--- config.mk ---
export PLATFORM = sky130hd
export DESIGN_NAME = dcache_port_arbiter_flat
export DESIGN_NICKNAME = d
export VERILOG_FILES = /design/src/rtl/dcache_port_arbiter_if.sv /design/src/rtl/dcache_port_arbiter.sv /design/src/flat_wrapper.sv
export SDC_FILE = /design/constraint.sdc
export NUM_CORES = 1
export LEC_CHECK = 0
export CAP_MARGIN = 30
export CORE_AREA = 4 4 128 130
export DETAILED_ROUTE_END_ITERATION = 8
export DIE_AREA = 0 0 132 134
export HOLD_SLACK_MARGIN = 0.02
export PLACE_DENSITY = 0.55
export SLEW_MARGIN = 40
export SYNTH_ARGS = -nofsm -noshare
export SYNTH_HDL_FRONTEND = slang
export SYNTH_SLANG_ARGS = --single-unit
--- constraint.sdc ---
create_clock -name clk_i -period 2.04 [get_ports clk_i]
set_input_delay 0.408 -clock clk_i [delete_from_list [all_inputs] [get_ports clk_i]]
set_output_delay 0.408 -clock clk_i [all_outputs]
set_load 0.01 [all_outputs]
--- src/rtl/dcache_port_arbiter_if.sv ---
// Bundle of the load, store-drain, cache and perf signals of the
// data-cache port arbiter. The arbiter uses the slave modport; the
// surrounding pipeline/cache side uses master.
interface dcache_port_arbiter_if #(
  parameter int ADDR_W = 32,
  parameter int DATA_W = 32
) ();
  logic              ld_req_valid_i;
  logic              ld_req_ready_o;
  logic [ADDR_W-1:0] ld_addr_i;
  logic              ld_rsp_valid_o;
  logic [DATA_W-1:0] ld_rsp_data_o;
  logic              st_req_valid_i;
  logic              st_req_ready_o;
  logic [ADDR_W-1:0] st_addr_i;
  logic [DATA_W-1:0] st_data_i;
  logic              st_rsp_valid_o;
  logic              sb_full_i;
  logic              dc_req_valid_o;
  logic              dc_req_ready_i;
  logic              dc_we_o;
  logic [ADDR_W-1:0] dc_addr_o;
  logic [DATA_W-1:0] dc_data_o;
  logic              dc_rsp_valid_i;
  logic [DATA_W-1:0] dc_rsp_data_i;
  logic              busy_o;
  logic [31:0]       perf_ld_grants_o;
  logic [31:0]       perf_st_grants_o;
  logic [31:0]       perf_conflict_o;

  modport slave (
    input  ld_req_valid_i, ld_addr_i, st_req_valid_i, st_addr_i, st_data_i,
           sb_full_i, dc_req_ready_i, dc_rsp_valid_i, dc_rsp_data_i,
    output ld_req_ready_o, ld_rsp_valid_o, ld_rsp_data_o, st_req_ready_o,
           st_rsp_valid_o, dc_req_valid_o, dc_we_o, dc_addr_o, dc_data_o,
           busy_o, perf_ld_grants_o, perf_st_grants_o, perf_conflict_o
  );

  modport master (
    output ld_req_valid_i, ld_addr_i, st_req_valid_i, st_addr_i, st_data_i,
           sb_full_i, dc_req_ready_i, dc_rsp_valid_i, dc_rsp_data_i,
    input  ld_req_ready_o, ld_rsp_valid_o, ld_rsp_data_o, st_req_ready_o,
           st_rsp_valid_o, dc_req_valid_o, dc_we_o, dc_addr_o, dc_data_o,
           busy_o, perf_ld_grants_o, perf_st_grants_o, perf_conflict_o
  );
endinterface

--- src/rtl/dcache_port_arbiter.sv ---
// Single-port data-cache arbiter: MEM-stage loads vs store-buffer drain.
// One outstanding cache transaction; response steered back to its owner.
// Loads win by default; a starvation counter and sb_full_i let stores through.
// Optional perf counters are built when DCACHE_ARB_PERF_EN is defined;
// otherwise the perf outputs read as zero and no counter flops exist.
module dcache_port_arbiter #(
  parameter int ADDR_W     = 32,
  parameter int DATA_W     = 32,
  parameter int STARVE_MAX = 8
) (
  input logic                 clk_i,
  input logic                 rst_i,
  dcache_port_arbiter_if.slave bus
);
  localparam int SW = $clog2(STARVE_MAX + 1);

  typedef enum logic [1:0] {IDLE, WAIT_LD, WAIT_ST} state_t;

  state_t        state;
  logic          lock;
  logic          lock_st;
  logic [SW-1:0] starve_cnt;

  logic starved;
  logic sel_st;
  logic sel_vld;
  logic req_vld;
  logic accept;

  assign starved = (starve_cnt == SW'(STARVE_MAX));

  // A stalled request keeps its side even if sb_full/valids move around.
  assign sel_st  = lock ? lock_st
                        : (bus.st_req_valid_i &&
                           (!bus.ld_req_valid_i || bus.sb_full_i || starved));
  assign sel_vld = sel_st ? bus.st_req_valid_i : bus.ld_req_valid_i;
  // Gated by rst_i so outputs read zero for the whole reset pulse.
  assign req_vld = !rst_i && (state == IDLE) && sel_vld;
  assign accept  = req_vld && bus.dc_req_ready_i;

  assign bus.dc_req_valid_o = req_vld;
  assign bus.dc_we_o        = req_vld && sel_st;
  assign bus.dc_addr_o      = !req_vld ? '0 : (sel_st ? bus.st_addr_i : bus.ld_addr_i);
  assign bus.dc_data_o      = (req_vld && sel_st) ? bus.st_data_i : '0;
  assign bus.ld_req_ready_o = accept && !sel_st;
  assign bus.st_req_ready_o = accept && sel_st;

  assign bus.ld_rsp_valid_o = (state == WAIT_LD) && bus.dc_rsp_valid_i;
  assign bus.ld_rsp_data_o  = bus.ld_rsp_valid_o ? bus.dc_rsp_data_i : '0;
  assign bus.st_rsp_valid_o = (state == WAIT_ST) && bus.dc_rsp_valid_i;
  assign bus.busy_o         = (state != IDLE);

  // Transaction FSM plus the selection lock held while the cache stalls.
  always_ff @(posedge clk_i or posedge rst_i) begin
    if (rst_i) begin
      state   <= IDLE;
      lock    <= 1'b0;
      lock_st <= 1'b0;
    end else begin
      case (state)
        IDLE: begin
          if (accept) begin
            state <= sel_st ? WAIT_ST : WAIT_LD;
            lock  <= 1'b0;
          end else if (req_vld) begin
            lock    <= 1'b1;
            lock_st <= sel_st;
          end
        end
        WAIT_LD, WAIT_ST: begin
          if (bus.dc_rsp_valid_i) state <= IDLE;
        end
        default: state <= IDLE;
      endcase
    end
  end

  // Count load grants taken past a waiting store; a store grant clears it.
  always_ff @(posedge clk_i or posedge rst_i) begin
    if (rst_i) begin
      starve_cnt <= '0;
    end else if (accept && sel_st) begin
      starve_cnt <= '0;
    end else if (accept && bus.st_req_valid_i && !starved) begin
      starve_cnt <= starve_cnt + 1'b1;
    end
  end

`ifdef DCACHE_ARB_PERF_EN
  logic [31:0] perf_ld;
  logic [31:0] perf_st;
  logic [31:0] perf_cf;

  // Free-running wrapping grant and conflict counters.
  always_ff @(posedge clk_i or posedge rst_i) begin
    if (rst_i) begin
      perf_ld <= '0;
      perf_st <= '0;
      perf_cf <= '0;
    end else begin
      if (accept && !sel_st) perf_ld <= perf_ld + 32'd1;
      if (accept && sel_st)  perf_st <= perf_st + 32'd1;
      if (state == IDLE && bus.ld_req_valid_i && bus.st_req_valid_i)
        perf_cf <= perf_cf + 32'd1;
    end
  end

  assign bus.perf_ld_grants_o = perf_ld;
  assign bus.perf_st_grants_o = perf_st;
  assign bus.perf_conflict_o  = perf_cf;
`else
  assign bus.perf_ld_grants_o = '0;
  assign bus.perf_st_grants_o = '0;
  assign bus.perf_conflict_o  = '0;
`endif
endmodule

--- src/flat_wrapper.sv ---
// flat-port wrapper written by rule: the top's interface ports become plain ports
module dcache_port_arbiter_flat 
#(
  parameter int ADDR_W     = 32,
  parameter int DATA_W     = 32,
  parameter int STARVE_MAX = 8
)
  (clk_i, rst_i, bus_ld_req_valid_i, bus_ld_addr_i, bus_st_req_valid_i, bus_st_addr_i, bus_st_data_i, bus_sb_full_i, bus_dc_req_ready_i, bus_dc_rsp_valid_i, bus_dc_rsp_data_i, bus_ld_req_ready_o, bus_ld_rsp_valid_o, bus_ld_rsp_data_o, bus_st_req_ready_o, bus_st_rsp_valid_o, bus_dc_req_valid_o, bus_dc_we_o, bus_dc_addr_o, bus_dc_data_o, bus_busy_o, bus_perf_ld_grants_o, bus_perf_st_grants_o, bus_perf_conflict_o);
  dcache_port_arbiter_if #(.ADDR_W(ADDR_W), .DATA_W(DATA_W)) bus_i ();
  input logic clk_i;
  input logic rst_i;
  input wire logic [$bits(bus_i.ld_req_valid_i)-1:0] bus_ld_req_valid_i;
  input wire logic [$bits(bus_i.ld_addr_i)-1:0] bus_ld_addr_i;
  input wire logic [$bits(bus_i.st_req_valid_i)-1:0] bus_st_req_valid_i;
  input wire logic [$bits(bus_i.st_addr_i)-1:0] bus_st_addr_i;
  input wire logic [$bits(bus_i.st_data_i)-1:0] bus_st_data_i;
  input wire logic [$bits(bus_i.sb_full_i)-1:0] bus_sb_full_i;
  input wire logic [$bits(bus_i.dc_req_ready_i)-1:0] bus_dc_req_ready_i;
  input wire logic [$bits(bus_i.dc_rsp_valid_i)-1:0] bus_dc_rsp_valid_i;
  input wire logic [$bits(bus_i.dc_rsp_data_i)-1:0] bus_dc_rsp_data_i;
  output wire logic [$bits(bus_i.ld_req_ready_o)-1:0] bus_ld_req_ready_o;
  output wire logic [$bits(bus_i.ld_rsp_valid_o)-1:0] bus_ld_rsp_valid_o;
  output wire logic [$bits(bus_i.ld_rsp_data_o)-1:0] bus_ld_rsp_data_o;
  output wire logic [$bits(bus_i.st_req_ready_o)-1:0] bus_st_req_ready_o;
  output wire logic [$bits(bus_i.st_rsp_valid_o)-1:0] bus_st_rsp_valid_o;
  output wire logic [$bits(bus_i.dc_req_valid_o)-1:0] bus_dc_req_valid_o;
  output wire logic [$bits(bus_i.dc_we_o)-1:0] bus_dc_we_o;
  output wire logic [$bits(bus_i.dc_addr_o)-1:0] bus_dc_addr_o;
  output wire logic [$bits(bus_i.dc_data_o)-1:0] bus_dc_data_o;
  output wire logic [$bits(bus_i.busy_o)-1:0] bus_busy_o;
  output wire logic [$bits(bus_i.perf_ld_grants_o)-1:0] bus_perf_ld_grants_o;
  output wire logic [$bits(bus_i.perf_st_grants_o)-1:0] bus_perf_st_grants_o;
  output wire logic [$bits(bus_i.perf_conflict_o)-1:0] bus_perf_conflict_o;
  assign bus_i.ld_req_valid_i = bus_ld_req_valid_i;
  assign bus_i.ld_addr_i = bus_ld_addr_i;
  assign bus_i.st_req_valid_i = bus_st_req_valid_i;
  assign bus_i.st_addr_i = bus_st_addr_i;
  assign bus_i.st_data_i = bus_st_data_i;
  assign bus_i.sb_full_i = bus_sb_full_i;
  assign bus_i.dc_req_ready_i = bus_dc_req_ready_i;
  assign bus_i.dc_rsp_valid_i = bus_dc_rsp_valid_i;
  assign bus_i.dc_rsp_data_i = bus_dc_rsp_data_i;
  assign bus_ld_req_ready_o = bus_i.ld_req_ready_o;
  assign bus_ld_rsp_valid_o = bus_i.ld_rsp_valid_o;
  assign bus_ld_rsp_data_o = bus_i.ld_rsp_data_o;
  assign bus_st_req_ready_o = bus_i.st_req_ready_o;
  assign bus_st_rsp_valid_o = bus_i.st_rsp_valid_o;
  assign bus_dc_req_valid_o = bus_i.dc_req_valid_o;
  assign bus_dc_we_o = bus_i.dc_we_o;
  assign bus_dc_addr_o = bus_i.dc_addr_o;
  assign bus_dc_data_o = bus_i.dc_data_o;
  assign bus_busy_o = bus_i.busy_o;
  assign bus_perf_ld_grants_o = bus_i.perf_ld_grants_o;
  assign bus_perf_st_grants_o = bus_i.perf_st_grants_o;
  assign bus_perf_conflict_o = bus_i.perf_conflict_o;
  dcache_port_arbiter #(.ADDR_W(ADDR_W), .DATA_W(DATA_W), .STARVE_MAX(STARVE_MAX)) u_core (.clk_i(clk_i), .rst_i(rst_i), .bus(bus_i));
endmodule
==> results.md <==
* Global-route wire length before repair at 19100 microns
* Sequential area share after synthesis at 0.0868
* Number of buffers created by CTS at 3
* Synth cell types at 32
* Synth Flop Type: dfrtp_1
* WL per Instance at 16.5 microns
* Root Buffer: clkbuf_16
* Die W at 132 microns
* DRC at 0
* Minimum clock period at 2.49 ns
* Final Net Count at 789
* DP HPWL at 9980 microns
* MaxCap Viol Count at 0
* Die area at 17700 sq um
* Row Count at 45
* Failing checks: setup timing
* Max Root-Sink Buffers at 2
* Sw Ratio at 0.438
* Clk pwr share at 0.075
* PwrDens at 766 nW/um^2
* Ranking of synthesized cells by area: buf_4 (31%), and2_1 (9.5%), and3_1 (8.7%)
* WP data required at 1.63 ns
* Final Cell Area at 5780 sq um
* Critical R2R Launch: u_core.state[1]$_DFFE_PP0P_
* Post-DP Area at 4890 sq um
* Die height at 134 microns
* Worst-path clk slew at 0.04 ns
* Max Clk Rate at 402 MHz
* Antenna violations before repair at 1
* Synth async-reset ratio at 1.00
* Inserted Diodes at 0
* Layout Area Growth over Synthesis at 151%
* Fin cells at 835
* Initial core utilization at 0.152
* Status: finished with violations
* Crit path max fanout at 8
* Crit path DAT at 2.08 ns
* Total grt overflow at 0
* Post-Route WL at 13700 microns
* Syn avg cell area at 6.63 sq um
* Critical-path top delay cell: a311o_2
* Fin. Hold Viols at 0
* Area share of the largest cell type after synthesis at 0.312
* Number of enable flip-flop cells after synthesis at 0
* RSZ-0062 raised after global routing: yes
* Max incr delay on CP at 0.42 ns
* RePlAce Congestion at 0.815
* Switching power at 0.00194 W
* Clock sink count at 8
* Core ar. at 15100 sq um
* Commonest cells in the synthesized netlist: buf_4 (96), nand3_1 (37), a21oi_1 (36)
* Port Buffers at 237
* CTS tree: yes
* Peak supply drop at 0.372 mV
* Placed Instances at 785
* Yosys warns at 0
* Startpoint Class: flip-flop
* DRT iter0 DRCs at 102
* GRT Util Overall at 0.134
* Critical path class: reg -> out
* DRT Pass-1 Iters at 4
* Sequential Power Share at 0.058
* CP Capture Type: output pin
* Delay-heaviest family, CP: buffers and inverters
* Routed Antenna Nets at 0
* Most frequent cell after synthesis: buf_4
* Worst setup margin at -0.451 ns
* Syn Inst Count at 348
* Gate power share at 0.867
* Vias per cell at 4.13
* Int Power at 0.00249 W
* Synth Register Bits at 8
* IO Count at 334
* Synthesized cell area at 2310 sq um
* Worst skew pair latency at 0.23 ns
* Hold Buf Count CTS at 0
* Worst setup path start: u_core.starve_cnt[0]$_DFFE_PP0P_
* TNS Setup at -26.15 ns
* CP bufs+invs at 5
* Vias post-DR at 3450
* Layout Skew at 0.00236 ns
* Final period utilization at 1.22
* WHS at 0.357 ns
* H-tree depth at 1
* Layout cells sized above 1 at 0.491
* Max-slew violation count at 0
* Vias in the first global route at 3603
* Largest net degree at the start of global routing at 22
* Static Leak at 2.86 nW
* Hold/Removal Path Class: in -> async
* Worst path cell trace: inv_2 -> ha_4 -> nand3b_4 -> a311o_2 -> buf_6 -> buf_8 -> clkbuf_16 -> nand3_2 -> a21oi_2 -> buf_2
* Leading area contributor after synthesis: buf_4
* Setup violators final at 70
==> sequential cells by signal (all words and copies together) (netlist names) <==
name	count
u_core.lock_st	1
u_core.starve_cnt	4
u_core.lock	1
u_core.state	2
==> power by group through the flow <==
| stage | Combinational [W] | Clock [W] | Sequential [W] |
|---|---|---|---|
| floorplan | 0.00141 | 0 | 0.000261 |
| global placement | 0.00271 | 0 | 0.000249 |
| detailed placement | 0.00275 | 0 | 0.000251 |
| CTS | 0.00339 | 0.000338 | 0.000254 |
| global route | 0.00411 | 0.000354 | 0.000262 |
| finish | 0.00384 | 0.000332 | 0.000256 |
==> path summary, 6_finish.rpt <==
check	end	slack, ns	cells after the start
worst min register to register	u_core.lock_st$_DFFE_PP0P_	0.62	3
worst min-delay path	u_core.lock$_DFFE_PP0P_	0.36	3
max in group asynchronous	u_core.starve_cnt[1]$_DFFE_PP0P_	1.55	3
worst max register to register	u_core.starve_cnt[3]$_DFFE_PP0P_	-0.10	9
worst max-delay path	bus_dc_addr_o[30]	-0.45	10
min in group clk_i	u_core.lock_st$_DFFE_PP0P_	0.62	3
==> what timing repair did <==
action                                  in CTS  in global routing
pin swaps                                   31                 31
endpoints found under the setup margin     109                 82
setup buffers                               32                 10
cloned                                       5                  4
resized for setup                          430                166
==> cells by family (layout without fill, tap and decap cells) <==
family / Yosys count / in the layout / share of synthesized area
buffers and inverters: 134 / 338 / 0.375
and+or+nand+nor: 114 / 114 / 0.295
AOI/OAI and AO/OA: 84 / 84 / 0.206
DFF: 8 / 8 / 0.0868
adders and majority gates: 5 / 5 / 0.0271
muxes: 2 / 2 / 0.00922
other: 1 / 96 / 0.00163
==> layout by cell type, fill, tap and decap left out, drive strengths merged, types with 2 or more instances in the layout <==
cell and instances:
dfrtp 8, buf 158, a21oi 37, clkbuf 33, and2 35, inv 10
conb 96, dlymetal6s2s 2, and3 32, o21ai 36, clkdlybuf4s15 2, a22o 2
o31ai 3, dlygate4sd2 2, nand3 37, clkdlybuf4s50 130, ha 5, nand2 2
nor2 2
==> routing by layer <==
metal	global-route usage	vias up	part of all wire	wire length [microns]
met1	0.138	1614	0.35	4870
met2	0.267	213	0.55	7530
li1	-	1604	-	-
met3	0.0424	17	0.086	1180
met4	0.0204	2	0.011	154
met5	0	-	0.00095	13
==> layout make-up <==
cell class              count  area (sq um)
fillers                  1533          9370
repair buffers            324          3100
multi-input cells         301          2110
well taps                 188           235
flip-flops and latches      8           200
clock buffers               3          75.1
inverters                  11          53.8
==> stage by stage <==
step | power [W] | setup WS, ns | utilization
2_1_floorplan | 0.00167 | -0.0338 | -
3_3_place_gp | 0.00296 | -0.943 | 0.323
3_5_place_dp | 0.00300 | -0.995 | 0.323
4_1_cts | 0.00398 | -0.558 | 0.361
5_1_grt | 0.00472 | -0.525 | 0.382
6_report | 0.00443 | -0.451 | 0.382
==> worst reg2reg max path: cells and delay by family, from the launching register on <==
| family | cells | cell delay (ns) |
|---|---|---|
| adder cells (fa/ha/maj) | 1 | 0.15 |
| buffers and inverters | 5 | 0.56 |
| AO/OA/AOI/OAI | 2 | 0.46 |
| AND/OR/NAND/NOR | 1 | 0.51 |
| flip-flops | 1 | 0.39 |
Note: power is estimated with default switching activity, not from simulation.
